[src/rtl/decred_io_pkg.sv]
// decred_io_pkg: shared types and constants for the Decred pad front end.
//   state_e      - front-end state (hold-off / running)
//   DefOutMask   - default set of drivable pads (12..20)
//   DefLedPads   - default LED pad indices, 6 bits per channel, channel 0 in the LSBs
//   is_led_pad() - true when a pad index appears in a packed LED pad list
package decred_io_pkg;

   typedef enum logic {
      StHold = 1'b0,
      StRun  = 1'b1
   } state_e;

   localparam int unsigned DefNumPads = 38;
   localparam logic [37:0] DefOutMask = 38'h0_001F_F000;
   localparam logic [11:0] DefLedPads = {6'd19, 6'd17};
   localparam int unsigned MaxLed     = 16;
   localparam int unsigned PadIdxW    = 6;

   function automatic logic is_led_pad(input int unsigned                  idx,
                                       input logic [MaxLed*PadIdxW-1:0] pads,
                                       input int unsigned                  num_led);
      logic hit;
      hit = 1'b0;
      for (int unsigned k = 0; k < MaxLed; k++) begin
         if (k < num_led && 32'(pads[k*PadIdxW +: PadIdxW]) == idx) begin
            hit = 1'b1;
         end
      end
      return hit;
   endfunction

endpackage

[src/rtl/decred_io_filter.sv]
// decred_io_filter: one pad input through a 2-FF synchroniser, optionally followed by a
// stability filter that only passes a new level after FILT_CYCLES consecutive cycles.
// Build option: DECRED_IO_GLITCH_FILTER_EN enables the filter; otherwise dout is the
// plain synchroniser output.
//   clk   - clock
//   rst_n - asynchronous active-low reset (already release-synchronised)
//   din   - raw pad input
//   dout  - synchronised (and optionally filtered) input
module decred_io_filter #(
   parameter int unsigned FILT_CYCLES = 3
) (
   input  logic clk,
   input  logic rst_n,
   input  logic din,
   output logic dout
);

   logic [1:0] sync_q;

   always_ff @(posedge clk or negedge rst_n) begin
      if (!rst_n) begin
         sync_q <= '0;
      end else begin
         sync_q <= {sync_q[0], din};
      end
   end

`ifdef DECRED_IO_GLITCH_FILTER_EN
   logic [3:0] cnt_q, cnt_d;
   logic       filt_q, filt_d;

   // Counter tracks how long the synchronised level has disagreed with the output;
   // any agreement (bounce) clears it.
   always_comb begin
      cnt_d  = '0;
      filt_d = filt_q;
      if (sync_q[1] != filt_q) begin
         if (cnt_q == 4'(FILT_CYCLES - 1)) begin
            filt_d = sync_q[1];
         end else begin
            cnt_d = cnt_q + 4'd1;
         end
      end
   end

   always_ff @(posedge clk or negedge rst_n) begin
      if (!rst_n) begin
         cnt_q  <= '0;
         filt_q <= 1'b0;
      end else begin
         cnt_q  <= cnt_d;
         filt_q <= filt_d;
      end
   end

   assign dout = filt_q;
`else
   assign dout = sync_q[1];
`endif

endmodule

[src/rtl/decred_io_frontend.sv]
// decred_io_frontend: pad front end between the user IO ring and the miner core.
// Synchronises (optionally filters) every pad input, holds all pads high-Z for OEB_HOLD
// cycles after reset release, then drives masked core outputs. LED pads OR in a
// pulse stretcher so single-cycle events stay visible for 2^LED_STRETCH_W cycles.
// Build option: DECRED_IO_GLITCH_FILTER_EN enables per-pad input glitch filtering.
//   wb_clk_i  - clock
//   wb_rst_ni - asynchronous active-low reset, release synchronised internally
//   io_in     - raw pad inputs          io_out   - pad output data
//   io_oeb    - pad output enable (low) core_in  - synchronised inputs to the core
//   core_out  - core output data        core_oe  - core output enable (high)
//   led_evt   - LED events              ready    - high once outputs are released
module decred_io_frontend
   import decred_io_pkg::*;
#(
   parameter int unsigned             NUM_PADS      = DefNumPads,
   parameter logic [NUM_PADS-1:0]     OUT_MASK      = DefOutMask,
   parameter int unsigned             OEB_HOLD      = 16,
   parameter int unsigned             FILT_CYCLES   = 3,
   parameter int unsigned             NUM_LED       = 2,
   parameter logic [NUM_LED*6-1:0]    LED_PADS      = DefLedPads,
   parameter int unsigned             LED_STRETCH_W = 20
) (
   input  logic                wb_clk_i,
   input  logic                wb_rst_ni,
   input  logic [NUM_PADS-1:0] io_in,
   output logic [NUM_PADS-1:0] io_out,
   output logic [NUM_PADS-1:0] io_oeb,
   output logic [NUM_PADS-1:0] core_in,
   input  logic [NUM_PADS-1:0] core_out,
   input  logic [NUM_PADS-1:0] core_oe,
   input  logic [NUM_LED-1:0]  led_evt,
   output logic                ready
);

   localparam logic [7:0]                 HoldLast   = 8'(OEB_HOLD - 1);
   localparam logic [MaxLed*PadIdxW-1:0] LedPadsExt = (MaxLed*PadIdxW)'(LED_PADS);

   // Reset: asserted asynchronously, released through two flops.
   logic [1:0] rst_sync_q;
   logic       rst_n;

   always_ff @(posedge wb_clk_i or negedge wb_rst_ni) begin
      if (!wb_rst_ni) begin
         rst_sync_q <= '0;
      end else begin
         rst_sync_q <= {rst_sync_q[0], 1'b1};
      end
   end

   assign rst_n = rst_sync_q[1];

   // Input path.
   for (genvar i = 0; i < NUM_PADS; i++) begin : g_pad_in
      decred_io_filter #(
         .FILT_CYCLES(FILT_CYCLES)
      ) u_filter (
         .clk  (wb_clk_i),
         .rst_n(rst_n),
         .din  (io_in[i]),
         .dout (core_in[i])
      );
   end

   // LED stretchers.
   logic [NUM_LED-1:0] led_active;

   for (genvar k = 0; k < NUM_LED; k++) begin : g_led
      logic [LED_STRETCH_W-1:0] cnt_q, cnt_d;
      logic                     active_q, active_d;

      // Active drops one cycle after the counter empties so the stretch spans
      // exactly 2^LED_STRETCH_W cycles.
      always_comb begin
         cnt_d    = cnt_q;
         active_d = active_q;
         if (led_evt[k]) begin
            cnt_d    = '1;
            active_d = 1'b1;
         end else if (cnt_q != '0) begin
            cnt_d = cnt_q - 1'b1;
         end else begin
            active_d = 1'b0;
         end
      end

      always_ff @(posedge wb_clk_i or negedge rst_n) begin
         if (!rst_n) begin
            cnt_q    <= '0;
            active_q <= 1'b0;
         end else begin
            cnt_q    <= cnt_d;
            active_q <= active_d;
         end
      end

      assign led_active[k] = active_q;
   end

   logic [NUM_PADS-1:0] led_mask;
   logic [NUM_PADS-1:0] led_pad_on;

   for (genvar i = 0; i < NUM_PADS; i++) begin : g_led_mask
      assign led_mask[i] = is_led_pad(i, LedPadsExt, NUM_LED);
   end

   always_comb begin
      led_pad_on = '0;
      for (int i = 0; i < int'(NUM_PADS); i++) begin
         for (int k = 0; k < int'(NUM_LED); k++) begin
            if (int'(LED_PADS[k*6 +: 6]) == i) begin
               led_pad_on[i] = led_pad_on[i] | led_active[k];
            end
         end
      end
   end

   // Hold-off FSM: state register.
   state_e     state_q, state_d;
   logic [7:0] hold_q, hold_d;

   always_ff @(posedge wb_clk_i or negedge rst_n) begin
      if (!rst_n) begin
         state_q <= StHold;
         hold_q  <= '0;
      end else begin
         state_q <= state_d;
         hold_q  <= hold_d;
      end
   end

   // Hold-off FSM: next state. RUN is left only through reset.
   always_comb begin
      state_d = state_q;
      hold_d  = hold_q;
      case (state_q)
         StHold: begin
            if (hold_q == HoldLast) begin
               state_d = StRun;
            end else begin
               hold_d = hold_q + 8'd1;
            end
         end
         StRun:   state_d = StRun;
         default: state_d = StHold;
      endcase
   end

   // Hold-off FSM: outputs, combinational from core signals while running.
   always_comb begin
      io_out = '0;
      io_oeb = '1;
      ready  = 1'b0;
      if (state_q == StRun) begin
         ready  = 1'b1;
         io_out = (OUT_MASK & core_out) | (led_mask & led_pad_on);
         io_oeb = ~(OUT_MASK & core_oe) & ~led_mask;
      end
   end

endmodule

[config.mk]
export PLATFORM = sky130hd
export DESIGN_NAME = decred_io_frontend
export DESIGN_NICKNAME = d
export VERILOG_FILES = /design/src/rtl/decred_io_pkg.sv /design/src/rtl/decred_io_filter.sv /design/src/rtl/decred_io_frontend.sv
export SDC_FILE = /design/constraint.sdc
export NUM_CORES = 1
export LEC_CHECK = 0
export CAP_MARGIN = 0
export CORE_UTILIZATION = 46
export CTS_CLUSTER_DIAMETER = 40
export CTS_CLUSTER_SIZE = 20
export DETAILED_ROUTE_END_ITERATION = 12
export PLACE_DENSITY = 0.86
export RECOVER_POWER = 50
export SYNTH_ARGS = -nofsm -noshare
export SYNTH_HDL_FRONTEND = slang
export SYNTH_SLANG_ARGS = --single-unit
[constraint.sdc]
create_clock -name wb_clk_i -period 8.7 [get_ports wb_clk_i]
set_input_delay 0.87 -clock wb_clk_i [delete_from_list [all_inputs] [get_ports wb_clk_i]]
set_output_delay 0.87 -clock wb_clk_i [all_outputs]
set_load 0.01 [all_outputs]
==> flow_summary.ini, run 1 <==
[sta]
relSlewSlack_pct = -84.2
fin_crit_sh_pct = 34.7
fmax_mhz = 331
finalCriticalPeriod_ns = 3.02
fin_ws_ns = 5.68
finalMaxSlewViolations = 72
grt_setup_unrepaired = false
finalSetupTns_ns = 0
setup_viol = 0
clock_skew_ns = 0.00441
hold_viol = 0
worstMarginPinSlew_ns = 2.76

[worst_setup_path]
max_stage_delay_ns = 2.21
cp-end-kind = asynchronous set/reset pin
worstPathArrival_ns = 3.50
required_ns = 9.18
cp-start-kind = flip-flop
crit_chain = buf_4
cp_max_fo = 71
worst-setup-path-type = flip-flop to asynchronous set/reset pin
crit_family = flip-flops
path_buf_inv = 1
slowest_stage = dfrtp_1

[routing]
drt_wl_total_um = 10400
drtPass1Iterations = 8
viasPerCell = 4.96
vias = 3541
drt_iter0_drc = 171
post_drt_wl_per_cell_um = 14.5
drc_errors = 14
ant_nets = 0

[cts]
clkTransAtPathRegs_ns = 0.05
cts_resized = 0
cts_max_level = 4
clock-sinks = 129
clock_latency_ns = 0.41
cts_buffers = 17
cts_buffer_depth = 2
cts_tree = built
cts-hold-fix-buffers = 0
cts-root-buf = clkbuf_16
postCtsSetupBuffers = 0

[logic_synthesis]
yosysTopAreaCell = dfrtp_1
synth_top_area_share_pct = 58.4
ys_seq_area_share_pct = 58.4
syn_area_um2 = 5530
ys_types = 53
synth_edf_count = 0
synth_flop_cell = dfrtp_1
async_flop_share_pct = 100
syn_inst = 473
ys_ff_latch = 129
syn_area_per_cell_um2 = 11.7
ys_top_cells_by_area = dfrtp_1 58%, buf_4 13%, nor2_1 1.6%
yosysWarnings = 0

[floorplan]
initial_core_util_pct = 47.8
die_h_um = 112
io_pins = 233
rows = 39
core_area_um2 = 11600
die-area_um2 = 12500
die_w_um = 112

[placed_design]
place_congestion = 0.791
io_buffers = 114
pre_cts_ws_ns = 5.56
post_dp_cell_area_um2 = 6300
place_hpwl_um = 7230

[pwr]
leakagePower_nw = 2.78
clkPwrFrac_pct = 51.2
p_comb_share_pct = 5.8
p_sw_share_pct = 20.3
vdd_ir_drop_max_uv = 121
p_seq_share_pct = 42.9
powerDensity_nw_per_um2 = 213
switchingPower_uw = 299
p_int_mw = 1.18

[grt]
grt_antenna_before_repair = 0
overflow = 0
grt_max_degree = 72
grt_usage_pct = 18.1
grt_first_pass_wirelength_um = 17500
grt_pass1_vias = 3529

[cells_and_area]
areaGrowthSynthToFinish_pct = 25.4
n_antenna_cell = 0
drive_gt1_share_pct = 7.71
fillers = 904
final_area_um2 = 6930
nets = 682

[run_status]
status = finished, violations left
violations = design-rule violations, max-capacitance violations, max-slew violations

[flow_run]
maxCapViolCount = 1

[min_path]
hp-class = flip-flop to flip-flop
path summary, 6_finish.rpt:
check	startpoint	endpoint	slack (ns)	depth (start not counted)
worst max-delay path	rst_sync_q[1]	g_pad_in[35].u_filter.sync_q[1]	5.68	1
worst min-delay path	g_pad_in[24].u_filter.sync_q[0]	g_pad_in[24].u_filter.sync_q[1]	0.35	0
worst max register to register	rst_sync_q[1]	g_pad_in[35].u_filter.sync_q[1]	5.68	1
worst min register to register	g_pad_in[24].u_filter.sync_q[0]	g_pad_in[24].u_filter.sync_q[1]	0.35	0
max in group wb_clk_i	core_out[18]	io_out[18]	5.83	3
min in group asynchronous	wb_rst_ni	rst_sync_q[1]	0.69	1
registers in the layout, summed over array words and instances, names as in the netlist:
signal / flops
g_led.cnt_q: 40
rst_sync_q: 2
state_q: 1
g_led.active_q: 2
hold_q: 8
g_pad_in.u_filter.sync_q: 76
synthesized netlist by cell type, types with 3 or more instances:
library cell / count
nand2_1: 17
a21oi_1: 10
clkbuf_1: 5
a2111o_1: 3
dfrtp_1: 129
a211oi_1: 3
or3_1: 10
mux2i_1: 8
ha_1: 5
nor4_4: 3
xnor2_1: 5
nand4_1: 7
and3_1: 4
o211ai_1: 3
o21ai_0: 14
buf_4: 97
nor2_1: 23
a211o_1: 3
nor2b_1: 8
nor4_1: 12
and2_1: 8
nor3_1: 17
or4_4: 3
nand3_1: 17
inv_1: 12
o31ai_1: 6
kinds of logic after synthesis:
kind of cell    share of synthesized area, %
simple gates                            16.1
flops                                   58.4
buf+inv                                 15.0
compound gates                          6.47
mux                                     1.65
xor+xnor                                1.11
fa+ha+maj                               1.13
other cells                            0.136
cell type report:
cell class                 instances  area, um2  area share [%]
clock buffer                      21        450            6.50
sequential                       129       3230            46.6
timing repair buffer             116       1160            16.7
multi-input combinational        282       1690            24.3
tap                              143        179            2.58
inverter                          13       48.8           0.704
clock inverter                    10        184            2.65
placed cells by master, fill, tap and decap left out, drive strengths merged, types with 5 or more instances in the layout:
master | Yosys | layout
nand4 | 7 | 7
a21oi | 10 | 10
nor2b | 8 | 8
nor4 | 17 | 17
dfrtp | 129 | 129
inv | 12 | 12
clkbuf | 5 | 21
ha | 5 | 5
o21ai | 14 | 14
xnor2 | 5 | 5
nor3 | 17 | 17
or4 | 5 | 5
conb | 2 | 59
nor2 | 24 | 24
mux2i | 8 | 8
dlygate4sd3 | 0 | 39
clkdlybuf4s50 | 0 | 75
and2 | 8 | 8
bufinv | 0 | 5
o31ai | 6 | 6
nand2 | 18 | 18
or3 | 11 | 11
nand3 | 17 | 17
per-layer routing:
metal  vias up  share of wire [%]  track usage (%)
met5         -                  0                0
met4         0                2.3             9.01
met3        21                6.1             5.28
met2       122                 51             29.6
met1      1738                 40             22.0
li1       1660                  -                -
stage by stage:
step / std cells / hold slack (ns) / util [%] / total power [mW]
final: 714 / 0.346 / 59.9 / 1.48
after global routing: 714 / 0.349 / 59.9 / 1.53
after CTS: 714 / 0.347 / 60.0 / 1.50
after detailed placement: 683 / 0.335 / 54.5 / 0.735
after global placement: 683 / 0.331 / 54.5 / 0.731
after floorplan: 530 / 0.331 / - / 0.706
power by group through the flow:
| stage | Combinational (mW) | Clock, mW | Sequential (mW) |
|---|---|---|---|
| global route | 0.0930 | 0.801 | 0.638 |
| floorplan | 0.0614 | 0 | 0.645 |
| CTS | 0.0899 | 0.774 | 0.635 |
| finish | 0.0860 | 0.757 | 0.634 |
| detailed placement | 0.0895 | 0 | 0.646 |
| global placement | 0.0876 | 0 | 0.644 |
No activity file was read; power rests on OpenSTA's default activity.
==> inputs of run 2 (changes only) <==
Settings changed: CORE_UTILIZATION 46 to 43, PLACE_DENSITY 0.86 to 0.81.
Clock period 8.7 ns to 3.02 ns, I/O delays scaled along.
==> run 2 against run 1 <==
The flow now finishes without violations. Clock-buffer cell count grew 2. Sequential power rose to 2.9 times the previous value. Clock power up 140%. Worst setup slack worse by 4.9 ns. Highest routed layer unchanged. Global-route usage shrank 2.2 points. Clock skew grew 0.0034 ns. Largest cell class unchanged. Register-to-register slack lost 4.9 ns. Maximum frequency rose by 36%. Sequential cell count unchanged.
==> flow_summary.ini, run 2 (synthesis results as in run 1) <==
[run_status]
status = finished clean

[sta]
finalSetupTns_ns = 0
relSlewSlack_pct = 2.82
hold_ws_ns = 0.131
clock_skew_ns = 0.00783
setup_viol = 0
hold_viol = 0
fin_crit_sh_pct = 73.4
finalCriticalPeriod_ns = 2.22
grt_setup_unrepaired = false
fin_ws_ns = 0.803
finalMaxSlewViolations = 0
worstMarginPinSlew_ns = 1.46
fmax_mhz = 451

[cells_and_area]
nets = 686
final_common_cell = dfrtp_1
drive_gt1_share_pct = 8.85
stdcell_count = 748
final_area_um2 = 6920
largest_reg_flops = 76
utilization_pct = 55.0
top_regs = g_pad_in.u_filter.sync_q: 76 flops, g_led.cnt_q: 40 flops, hold_q: 8 flops
areaGrowthSynthToFinish_pct = 25.1
n_antenna_cell = 0
top_register = g_pad_in.u_filter.sync_q
final_cell_mix = 129 x dfrtp_1, 75 x clkdlybuf4s50_1, 59 x conb_1, 39 x dlygate4sd3_1, 23 x nor2_1

[worst_setup_path]
required_ns = 3.30
cp-end-kind = flip-flop
max_stage_delay_ns = 0.60
cp_max_fo = 6
worstPathArrival_ns = 2.49
path_buf_inv = 1
cp-start-kind = flip-flop
crit_family = simple AND/OR/NAND/NOR gates
crit_chain = inv_1 > ha_1 > or3b_1 > or4_4 > nor4_4 > nor3_1
slowest_stage = or4_4
worst-setup-path-type = flip-flop to flip-flop

[grt]
grt_first_pass_wirelength_um = 15900
grt_pass1_vias = 3349
grt_max_degree = 61
grt_usage_pct = 15.9
overflow = 0
grt_antenna_before_repair = 0

[flow_run]
maxCapViolCount = 0

[pwr]
p_comb_share_pct = 6.5
clkPwrFrac_pct = 47.1
p_seq_share_pct = 46.3
vdd_ir_drop_max_uv = 337
p_sw_share_pct = 21.8
switchingPower_uw = 857
powerDensity_nw_per_um2 = 567
p_int_mw = 3.07
leakagePower_nw = 2.76
p_total_mw = 3.93

[min_path]
hp-class = input port to asynchronous set/reset pin

[placed_design]
place_hpwl_um = 6930
io_buffers = 114
pre_cts_ws_ns = 0.819
post_dp_cell_area_um2 = 6380
post-place-cells = 716
place_congestion = 0.785

[routing]
vias = 3501
post_drt_wl_per_cell_um = 13.3
drc_errors = 0
ant_nets = 0
drt_wl_total_um = 9930
drt_iter0_drc = 253
drtPass1Iterations = 6
viasPerCell = 4.68

[floorplan]
io_pins = 233
initial_core_util_pct = 44.0
die_h_um = 115
rows = 41
core_area_um2 = 12600
die-area_um2 = 13300
die_w_um = 115

[cts]
clock-sinks = 129
clkTransAtPathRegs_ns = 0.05
cts_tree = built
cts_buffer_depth = 2
cts-hold-fix-buffers = 0
postCtsSetupBuffers = 0
clock_latency_ns = 0.41
cts_max_level = 4
cts-root-buf = clkbuf_16
cts_resized = 0
cts_buffers = 17
-- run 2: area by class of cell --
type,instances,area (um2)
Clock buffer,23,498
Clock inverter,9,56.3
Fill cell,1057,5650
Inverter,13,48.8
Multi-Input combinational cell,282,1690
Sequential cell,129,3230
Tap cell,172,215
Timing Repair Buffer,120,1190
-- run 2: path summary, 6_finish.rpt --
path / start / end / slack [ns] / depth (start not counted)
min reg2reg: g_pad_in[13].u_filter.sync_q[0] / g_pad_in[13].u_filter.sync_q[1] / 0.34 / 0
min in group wb_clk_i: g_pad_in[13].u_filter.sync_q[0] / g_pad_in[13].u_filter.sync_q[1] / 0.34 / 0
min: wb_rst_ni / rst_sync_q[0] / 0.13 / 1
max: g_led[0].cnt_q[0] / g_led[0].cnt_q[4] / 0.80 / 6
max in group asynchronous: rst_sync_q[1] / g_pad_in[13].u_filter.sync_q[0] / 0.82 / 1
max reg2reg: g_led[0].cnt_q[0] / g_led[0].cnt_q[4] / 0.80 / 6
-- run 2: layer usage --
layer	vias to the layer above	track usage, %	part of all wire (%)
li1	1668	-	-
met1	1722	18.8	42
met2	101	26.9	53
met3	10	4.69	4.4
met4	0	7.10	1.2
met5	-	0	0
-- run 2: power by group through the flow --
stage	combinational [mW]	sequential, mW	clock (mW)
2_1_floorplan	0.177	1.86	0
3_3_place_gp	0.265	1.85	0
3_5_place_dp	0.271	1.85	0
4_1_cts	0.272	1.82	1.89
5_1_grt	0.285	1.83	1.97
6_report	0.257	1.82	1.85
==> inputs of run 3 (changes only) <==
Settings changed: CORE_UTILIZATION 43 to 39, PLACE_DENSITY 0.81 to 0.77.
Clock period 3.02 ns to 1.8 ns, I/O delays scaled along.
==> run 3 against run 2 <==
The flow now finishes with violations (design-rule violations, negative setup slack). Non-clock buffer count rose by 73. Clock-buffer cell count fell by 2. Critical path type unchanged. Sequential cell count did not move.
==> flow_summary.ini, run 3 (synthesis results as in run 1) <==
[routing]
post_drt_wl_per_cell_um = 14.0
vias = 3924
drc_errors = 2
viasPerCell = 4.73
ant_nets = 0
drtPass1Iterations = 11
drt_wl_total_um = 11600
drt_iter0_drc = 191

[pwr]
leakagePower_nw = 3.33
vdd_ir_drop_max_uv = 653
powerDensity_nw_per_um2 = 890
p_total_mw = 7.01

[floorplan]
die-area_um2 = 14700
core_area_um2 = 13800
initial_core_util_pct = 40.0
rows = 43
io_pins = 233
die_w_um = 121
die_h_um = 121

[placed_design]
pre_cts_ws_ns = -0.236
io_buffers = 114
place_hpwl_um = 7530
place_congestion = 0.794
post_dp_cell_area_um2 = 6840

[cells_and_area]
top_register = g_pad_in.u_filter.sync_q
final_common_cell = dfrtp_1
areaGrowthSynthToFinish_pct = 42.5
final_area_um2 = 7880
drive_gt1_share_pct = 24.5
nets = 759
n_antenna_cell = 0
fillers = 1105
top_regs = g_pad_in.u_filter.sync_q: 76 flops, g_led.cnt_q: 40 flops, hold_q: 8 flops
final_cell_mix = 129 x dfrtp_1, 66 x buf_4, 59 x conb_1, 59 x clkdlybuf4s50_1, 40 x dlygate4sd3_1
largest_reg_flops = 76

[worst_setup_path]
r2r_cells = 4
crit_path_frequent_cell = or4_4
worstPathArrival_ns = 2.38
max_stage_delay_ns = 0.56
cp_num_cells = 4
path_buf_inv = 0
reg2reg_slack_ns = -0.29
crit_chain = or4_4 > or4_4 > nor4_4 > nor3_1
cp-end-kind = flip-flop
crit_family = simple AND/OR/NAND/NOR gates
worst-setup-path-type = flip-flop to flip-flop
slowest_stage = or4_4
required_ns = 2.09
cp_max_fo = 4
cp-start-kind = flip-flop

[flow_run]
maxCapViolCount = 0

[sta]
finalCriticalPeriod_ns = 2.09
grt_setup_unrepaired = true
fin_ws_ns = -0.286
finalMaxSlewViolations = 0
finalSetupTns_ns = -3.43
worstMarginPinSlew_ns = 1.09
hold_viol = 0
hold_ws_ns = 0.307
fmax_mhz = 479
fin_crit_sh_pct = 116
relSlewSlack_pct = 27.6
clock_skew_ns = 0.00651
setup_viol = 19

[min_path]
hp-class = input port to flip-flop
whs_path_depth = 1

[grt]
grtUsageMet2_pct = 26.5
grt_max_degree = 54
overflow = 0
grt_busiest_layer = met2
grt_antenna_before_repair = 0
met3_usage_pct = 5.12
met1_usage_pct = 19.2
grt_first_pass_wirelength_um = 18000
grt_usage_pct = 16.1
grt_pass1_vias = 3809

[cts]
clkTransAtPathRegs_ns = 0.06
clock-sinks = 129
cts_max_level = 4
cts-root-buf = clkbuf_16
cts_buffers = 17
cts_tree = built
clock_latency_ns = 0.42
cts_buffer_depth = 2

[run_status]
status = finished, violations left
violations = design-rule violations, negative setup slack
-- run 3: cell types whose count changed in the layout (fill, tap and decap cells not counted), moves of 6 or more --
cell	change
nor4_4	+8
dlymetal6s2s_1	+7
nor3_1	-7
buf_4	+61
clkdlybuf4s50_1	-16
buf_6	+9
nor4_1	-9
nor3_2	+6
dlygate4sd2_1	+9
-- run 3: repair_timing --
item,in CTS,in global routing
pin swaps,10,18
resized for setup,28,50
hold buffers,1,0
buffers inserted,8,8
setup endpoints to repair,44,46
cloned,0,0
hold endpoints to repair,2,0
-- run 3: area by class of cell --
type	instances	area, um2	share of cell area [%]
flip-flops and latches	129	3230	41.0
multi-input cells	282	1960	24.9
repair buffers	193	1800	22.8
clock buffers	21	460	5.85
well taps	180	225	2.86
clock inverters	11	153	1.94
inverters	13	48.8	0.620
-- run 3: final timing paths --
path                                                    to                            start
setup reg to reg                         g_led[0].cnt_q[3]               g_led[0].cnt_q[13]
min in group asynchronous  g_pad_in[11].u_filter.sync_q[0]                    rst_sync_q[1]
hold / removal             g_pad_in[11].u_filter.sync_q[0]                        io_in[11]
setup / recovery                         g_led[0].cnt_q[3]               g_led[0].cnt_q[13]
max in group asynchronous               g_led[1].cnt_q[19]                    rst_sync_q[1]
hold reg to reg            g_pad_in[16].u_filter.sync_q[1]  g_pad_in[16].u_filter.sync_q[0]
-- run 3: through the flow --
stage	cells	util (%)
floorplan	530	-
global placement	781	49.5
detailed placement	781	49.5
CTS	822	54.9
global route	829	57.0
finish	829	57.0
-- run 3: routing by layer --
layer,share of wire [%],vias up
li1,-,1819
met1,40,1940
met2,52,146
met3,7.0,19
met4,1.7,0
met5,0,-
-- run 3: worst register-to-register path: cells and delay by family (launching register included) --
family / cells / cell delay (ns)
flip-flops: 1 / 0.38
AND/OR/NAND/NOR: 4 / 1.59
-- run 3: report_power, final --
part           leakage (nW)  switching [mW]  internal [mW]
logic                  1.65           0.234          0.237
clock network         0.290            1.23           2.26
registers              1.38          0.0453           3.00
